`config.mk`:
```
export PLATFORM = sky130hd
export DESIGN_NAME = qed_dup_sequencer
export DESIGN_NICKNAME = d
export VERILOG_FILES = /design/src/rtl/qed_dup_sequencer.sv
export SDC_FILE = /design/constraint.sdc
export NUM_CORES = 1
export LEC_CHECK = 0
export CORE_ASPECT_RATIO = 0.6
export CORE_UTILIZATION = 55
export DETAILED_ROUTE_END_ITERATION = 10
export GPL_TIMING_DRIVEN = 0
export PLACE_DENSITY = 0.76
export RECOVER_POWER = 100
export SETUP_SLACK_MARGIN = 0.1
export SLEW_MARGIN = 5
export SYNTH_ARGS = -nofsm -noshare
export SYNTH_HDL_FRONTEND = slang
export SYNTH_SLANG_ARGS = --single-unit
```
`constraint.sdc`:
```
create_clock -name clk -period 3.3 [get_ports clk]
set_input_delay 0.99 -clock clk [delete_from_list [all_inputs] [get_ports clk]]
set_output_delay 0.99 -clock clk [all_outputs]
set_load 0.005 [all_outputs]
```
`src/rtl/qed_dup_sequencer.sv`:
```
// SQED producer: passes original instructions to decode while queueing them, then
// replays the queue as register/memory-remapped duplicates and raises the check qualifiers.
module qed_dup_sequencer #(
  parameter int DEPTH      = 16,
  parameter int REG_OFFSET = 16,
  parameter int MEM_OFFSET = 32,
  parameter int CNT_W      = $clog2(DEPTH) + 1
) (
  input  logic             clk,
  input  logic             rst,
  input  logic [31:0]      ifu_inst,
  input  logic             ifu_valid,
  input  logic             exec_dup,
  input  logic             stall,
  input  logic             rob_empty,
  output logic             ifu_ready,
  output logic [31:0]      inst_out,
  output logic             inst_out_valid,
  output logic             is_dup,
  output logic [CNT_W-1:0] num_orig_insts,
  output logic [CNT_W-1:0] num_dup_insts,
  output logic             wait_till_commit,
  output logic             chk_en
);

  localparam int          PTR_W   = $clog2(DEPTH);
  localparam logic [31:0] NOP     = 32'h0000_0013;
  localparam logic [6:0]  OPC_OP  = 7'b0110011;
  localparam logic [6:0]  OPC_IMM = 7'b0010011;
  localparam logic [6:0]  OPC_LUI = 7'b0110111;
  localparam logic [6:0]  OPC_LD  = 7'b0000011;
  localparam logic [6:0]  OPC_ST  = 7'b0100011;
  localparam logic [4:0]  REG_ADJ = 5'(REG_OFFSET);
  localparam logic [11:0] IMM_ADJ = 12'(4 * MEM_OFFSET);
  localparam logic [CNT_W-1:0] CNT_ONE  = CNT_W'(1);
  localparam logic [CNT_W-1:0] CNT_FULL = CNT_W'(DEPTH);

  typedef enum logic [1:0] {
    ST_ORIG  = 2'd0,
    ST_DUP   = 2'd1,
    ST_DRAIN = 2'd2,
    ST_DONE  = 2'd3
  } state_t;

  function automatic logic is_supported(input logic [31:0] inst);
    case (inst[6:0])
      OPC_OP, OPC_IMM, OPC_LUI, OPC_LD, OPC_ST: is_supported = 1'b1;
      default:                                  is_supported = 1'b0;
    endcase
  endfunction

  // x0 must stay x0 so the duplicate keeps the hardwired-zero semantics.
  function automatic logic [4:0] remap(input logic [4:0] r);
    if (r != 5'd0) remap = r + REG_ADJ;
    else           remap = r;
  endfunction

  function automatic logic [31:0] xform(input logic [31:0] inst);
    logic [11:0] imm;
    imm   = 12'd0;
    xform = inst;
    case (inst[6:0])
      OPC_OP: begin
        xform[11:7]  = remap(inst[11:7]);
        xform[19:15] = remap(inst[19:15]);
        xform[24:20] = remap(inst[24:20]);
      end
      OPC_IMM: begin
        xform[11:7]  = remap(inst[11:7]);
        xform[19:15] = remap(inst[19:15]);
      end
      OPC_LUI: xform[11:7] = remap(inst[11:7]);
      OPC_LD: begin
        imm          = inst[31:20] + IMM_ADJ;
        xform[31:20] = imm;
        xform[11:7]  = remap(inst[11:7]);
        xform[19:15] = remap(inst[19:15]);
      end
      OPC_ST: begin
        imm          = {inst[31:25], inst[11:7]} + IMM_ADJ;
        xform[31:25] = imm[11:5];
        xform[11:7]  = imm[4:0];
        xform[19:15] = remap(inst[19:15]);
        xform[24:20] = remap(inst[24:20]);
      end
      default: xform = inst;
    endcase
  endfunction

  state_t             state_r, state_nxt_s;
  logic [PTR_W-1:0]   head_r, tail_r;
  logic [CNT_W-1:0]   num_orig_r, num_dup_r, num_orig_nxt_s;
  logic [31:0]        queue_r [DEPTH];
  logic [31:0]        inst_out_r, inst_out_nxt_s;
  logic               inst_out_valid_r, valid_nxt_s;
  logic               is_dup_r, is_dup_nxt_s;
  logic               ifu_ready_r, wait_r, chk_en_r;
  logic               accept_s, push_s, pop_s;

  assign accept_s       = ifu_valid & ifu_ready_r & ~stall & (state_r == ST_ORIG);
  assign push_s         = accept_s & is_supported(ifu_inst);
  assign num_orig_nxt_s = push_s ? (num_orig_r + CNT_ONE) : num_orig_r;

  // State register plus all registered datapath and outputs.
  always_ff @(posedge clk) begin
    if (rst) begin
      state_r          <= ST_ORIG;
      head_r           <= '0;
      tail_r           <= '0;
      num_orig_r       <= '0;
      num_dup_r        <= '0;
      inst_out_r       <= NOP;
      inst_out_valid_r <= 1'b0;
      is_dup_r         <= 1'b0;
      ifu_ready_r      <= 1'b1;
      wait_r           <= 1'b0;
      chk_en_r         <= 1'b0;
      for (int i = 0; i < DEPTH; i++) queue_r[i] <= 32'd0;
    end else begin
      state_r          <= state_nxt_s;
      num_orig_r       <= num_orig_nxt_s;
      inst_out_r       <= inst_out_nxt_s;
      inst_out_valid_r <= valid_nxt_s;
      is_dup_r         <= is_dup_nxt_s;
      ifu_ready_r      <= (state_nxt_s == ST_ORIG);
      wait_r           <= (state_nxt_s == ST_DRAIN) || (state_nxt_s == ST_DONE);
      chk_en_r         <= (state_nxt_s == ST_DONE);
      if (push_s) begin
        queue_r[tail_r] <= ifu_inst;
        tail_r          <= tail_r + PTR_W'(1);
      end
      if (pop_s) begin
        head_r    <= head_r + PTR_W'(1);
        num_dup_r <= num_dup_r + CNT_ONE;
      end
    end
  end

  // Next-state logic; a stalled cycle never advances the phase.
  always_comb begin
    state_nxt_s = state_r;
    if (stall) begin
      state_nxt_s = state_r;
    end else begin
      case (state_r)
        ST_ORIG: begin
          if ((exec_dup && (num_orig_nxt_s != '0)) || (num_orig_nxt_s == CNT_FULL))
            state_nxt_s = ST_DUP;
          else
            state_nxt_s = ST_ORIG;
        end
        ST_DUP: begin
          if ((num_dup_r + CNT_ONE) == num_orig_r) state_nxt_s = ST_DRAIN;
          else                                     state_nxt_s = ST_DUP;
        end
        ST_DRAIN: begin
          if (rob_empty) state_nxt_s = ST_DONE;
          else           state_nxt_s = ST_DRAIN;
        end
        ST_DONE: state_nxt_s = ST_DONE;
        default: state_nxt_s = ST_ORIG;
      endcase
    end
  end

  // Output logic: next values of the registered decode-side outputs and the queue pop.
  always_comb begin
    inst_out_nxt_s = inst_out_r;
    valid_nxt_s    = inst_out_valid_r;
    is_dup_nxt_s   = is_dup_r;
    pop_s          = 1'b0;
    if (stall) begin
      pop_s = 1'b0;
    end else begin
      case (state_r)
        ST_ORIG: begin
          is_dup_nxt_s = 1'b0;
          if (accept_s) begin
            inst_out_nxt_s = push_s ? ifu_inst : NOP;
            valid_nxt_s    = 1'b1;
          end else begin
            valid_nxt_s = 1'b0;
          end
        end
        ST_DUP: begin
          inst_out_nxt_s = xform(queue_r[head_r]);
          valid_nxt_s    = 1'b1;
          is_dup_nxt_s   = 1'b1;
          pop_s          = 1'b1;
        end
        default: begin
          valid_nxt_s  = 1'b0;
          is_dup_nxt_s = 1'b0;
        end
      endcase
    end
  end

  assign ifu_ready        = ifu_ready_r;
  assign inst_out         = inst_out_r;
  assign inst_out_valid   = inst_out_valid_r;
  assign is_dup           = is_dup_r;
  assign num_orig_insts   = num_orig_r;
  assign num_dup_insts    = num_dup_r;
  assign wait_till_commit = wait_r;
  assign chk_en           = chk_en_r;

endmodule

```
==> results by group <==
Outcome
  – Status: finished, violations left
  – Failing checks: negative setup slack

Clock tree
  – Clock Pin Slew Worst Setup and Hold Paths: 0.06 ns
  – Worst skew pair latency: 0.62 ns
  – CTS Buffer Depth: 3
  – H-tree depth: 2
  – Clk sink count: 573
  – CTS tree: built
  – Root Buffer: clkbuf_16
  – CTS Buf Count: 51

Placed design
  – Post-DP Area: 27300 µm²
  – Placed cell count: 2401
  – Port-buffer cells: 83
  – Gpl congestion: 0.891
  – DP HPWL: 47800 µm

Finish
  – Register area: 16600 µm²
  – Synth-to-layout area growth: 20.2%
  – Multi-input logic area: 8690 µm²
  – Layout Nets: 2011
  – Layout cell share with drive strength beyond 1: 22.8%
  – Fillers: 3063
  – Post-route cell area: 30700 µm²
  – Non-Filler Instances: 2629

Logic synthesis
  – Synth async-reset ratio: 0%
  – Avg Cell Area, Syn: 15.3 µm²
  – Top-count cell post-synth: edfxtp_1
  – Top_reg_cell synth: edfxtp_1
  – Synth top area cells: edfxtp_1 60%, mux4_2 13%, and2_1 11%
  – Top cell type by total area after synthesis: edfxtp_1
  – Number of synthesized flops with an enable pin: 512
  – #FFs+latches synth: 573
  – Synthesized area: 25600 µm²
  – Synth warnings: 0
  – Post-synth top area share: 60.2%
  – Sequential share of the synthesized area: 64.9%
  – Synth unique cells: 55
  – Post-Synthesis Cells: 1667
  – Post-synth top cells: 512 x edfxtp_1, 451 x and2_1, 148 x mux4_2, 112 x clkbuf_1, 90 x nor2_1

Pwr
  – Pint: 12.0 mW
  – Leakage power: 10.9 nW
  – Pwr dens: 508 nW/µm²
  – Peak VDD IR: 448 µV
  – Net Sw Power: 3.64 mW
  – Switch share: 23.4%
  – Logic pwr share: 8.4%
  – Seq pwr share: 53.0%
  – Clk network pwr share: 38.7%

Critical path
  – Setup crit end kind: flip-flop
  – Reg2reg setup slack: 0.02 ns
  – CP Max Fanout: 10
  – CP max-delay cell: clkbuf_1
  – CP Launch Point: ifu_valid
  – Critical path data required time: 3.80 ns
  – Critical path type: in -> reg
  – R2r worst-path depth: 10
  – Stages on the worst setup path: 7
  – Critical Path, Cell by Cell: dlygate4sd3_1 > a21oi_1 > or3_1 > clkbuf_1 > clkbuf_1 > a221oi_1 > nor3_1
  – Crit-path leading delay family: buffers and inverters
  – CP most frequent cell: clkbuf_1
  – Critical path capture point: inst_out[16]
  – Buf+Inv Stages, Crit Path: 3
  – Crit path DAT: 3.83 ns
  – Crit start category: primary input
  – Reg-to-Reg End: inst_out[11]
  – Critical Path Max Stage Delay: 0.74 ns

STA
  – Fin crit share: 101%
  – Endpoints failing setup: 2
  – Highest achievable clock rate: 301 MHz
  – Hold_ws: 0.459 ns
  – Skew final: 0.0286 ns
  – Final Critical Period: 3.33 ns
  – Setup repair after global routing missed its margin: true
  – Slew Limit Fails: 0
  – Slew at the pin closest to its max-slew limit: 1.13 ns
  – Final setup margin: -0.0268 ns
  – Relative slew slack: 24.7%
  – Hold Vio Cnt, Final: 0

Die
  – Cell row count: 60
  – Die Ht: 169 µm
  – Core area: 45300 µm²
  – I/O pin cnt: 85
  – Die ar.: 47400 µm²
  – Die width: 280 µm
  – Initial core utilization: 56.4%

Global routing
  – Number of global-route vias before repair: 16700
  – Largest net degree at the start of global routing: 19
  – Gr usage total: 36.3%
  – Global-route wire length before repair: 118000 µm
  – Initial antenna violation count: 2
  – Total gr overflow: 0

Route
  – Drt pass-1 iters: 6
  – Detail Route Antenna Nets: 0
  – Drt initial violations: 3116
  – Drt wl/cell: 32.4 µm
  – Routed WL: 85100 µm
  – Post-route DRC: 0
  – Vias: 17300
  – Via/cell ratio: 6.60

Job
  – Maxcap violations: 0

Hold path
  – Worst hold path type: reg -> reg
area by class of cell:
type                       instances  area share, %
clock inverter                    18          0.452
multi-input combinational        987           28.3
tap                              620           2.53
timing repair buffer             198           6.54
sequential                       573           54.0
antenna                            3         0.0244
buffer                           144           3.22
clock buffer                      76           4.80
inverter                          10          0.122
layout by cell type (no fill, tap or decap), types with 22 or more instances in the layout:
master	Yosys	routed
clkbuf_16	0	53
buf_4	3	49
and2_0	0	192
conb_1	1	32
mux4_2	148	148
buf_12	0	28
dfxtp_1	61	60
nor2_1	90	83
clkbuf_1	112	96
dlygate4sd3_1	0	49
clkdlybuf4s50_1	0	31
or2_4	0	32
clkbuf_2	0	28
and2_1	451	259
nand2_1	30	29
clkbuf_4	1	23
nor3_1	23	22
edfxtp_1	512	512
buf_6	5	33
power by group through the flow:
stage               Combinational, mW  Clock, mW  Sequential [mW]
finish                           1.30       6.03             8.26
global route                     1.32       6.26             8.28
CTS                              1.30       5.93             8.26
detailed placement               1.01          0             8.42
global placement                0.987          0             8.40
floorplan                       0.565          0             8.38
logic make-up (layout without fill, tap and decap cells):
kind of cell	count (synthesis)	in the layout	synth area share, %
other cells	1	35	0.0147
fa+ha+maj	8	8	0.392
simple gates	657	673	14.9
mux	164	164	13.7
flops	573	573	64.9
compound gates	84	84	2.54
buf+inv	154	446	2.64
xor+xnor	26	26	0.891
through the flow:
stage               setup WS (ns)   TNS, ns  power, mW  utilization, %
floorplan                  0.0995         0       8.94               -
finish                    -0.0268   -0.0319       15.6            67.8
detailed placement          -2.53  -1743.12       9.43            60.2
global placement            -2.40  -1674.33       9.39            60.2
CTS                         0.100         0       15.5            68.3
global route             0.000933         0       15.9            67.7
flip-flops by register name (all words and copies together), names as in the netlist, named ones only:
| name | cells |
|---|---|
| queue_r | 512 |
| wait_till_commit | 1 |
| chk_en | 1 |
| inst_out | 32 |
| ifu_ready | 1 |
| num_orig_insts | 5 |
| state_r | 2 |
| inst_out_valid | 1 |
| num_dup_insts | 5 |
| tail_r | 4 |
| is_dup | 1 |
| head_r | 4 |
tightest hold or removal path, delay by kind of cell, from the launching register on:
family           cells  cell delay (ns)
AND/OR/NAND/NOR      1             0.05
flip-flops           1             0.31
AO/OA/AOI/OAI        1             0.06
how the worst min path moves through the flow:
stage	from	endpoint	slack, ns	depth (start not counted)
floorplan	is_dup	is_dup	0.45	2
global placement	is_dup	is_dup	0.45	2
detailed placement	is_dup	is_dup	0.45	2
CTS	is_dup	is_dup	0.46	2
global route	is_dup	is_dup	0.49	2
finish	is_dup	is_dup	0.46	2
what timing repair did:
item	in CTS	in global routing
hold buffers	0	0
pin swaps	9	16
setup endpoints to repair	1017	731
resized for setup	132	73
buffers inserted	97	18
gates cloned	16	0
per-layer routing:
metal	track usage, %	wire [µm]	part of all wire [%]
met4	15.5	4640	5.4
met3	15.0	15700	18
met1	50.6	30200	35
met2	50.1	34600	41
met5	0	0	0
No activity file was read; power rests on OpenSTA's default activity.
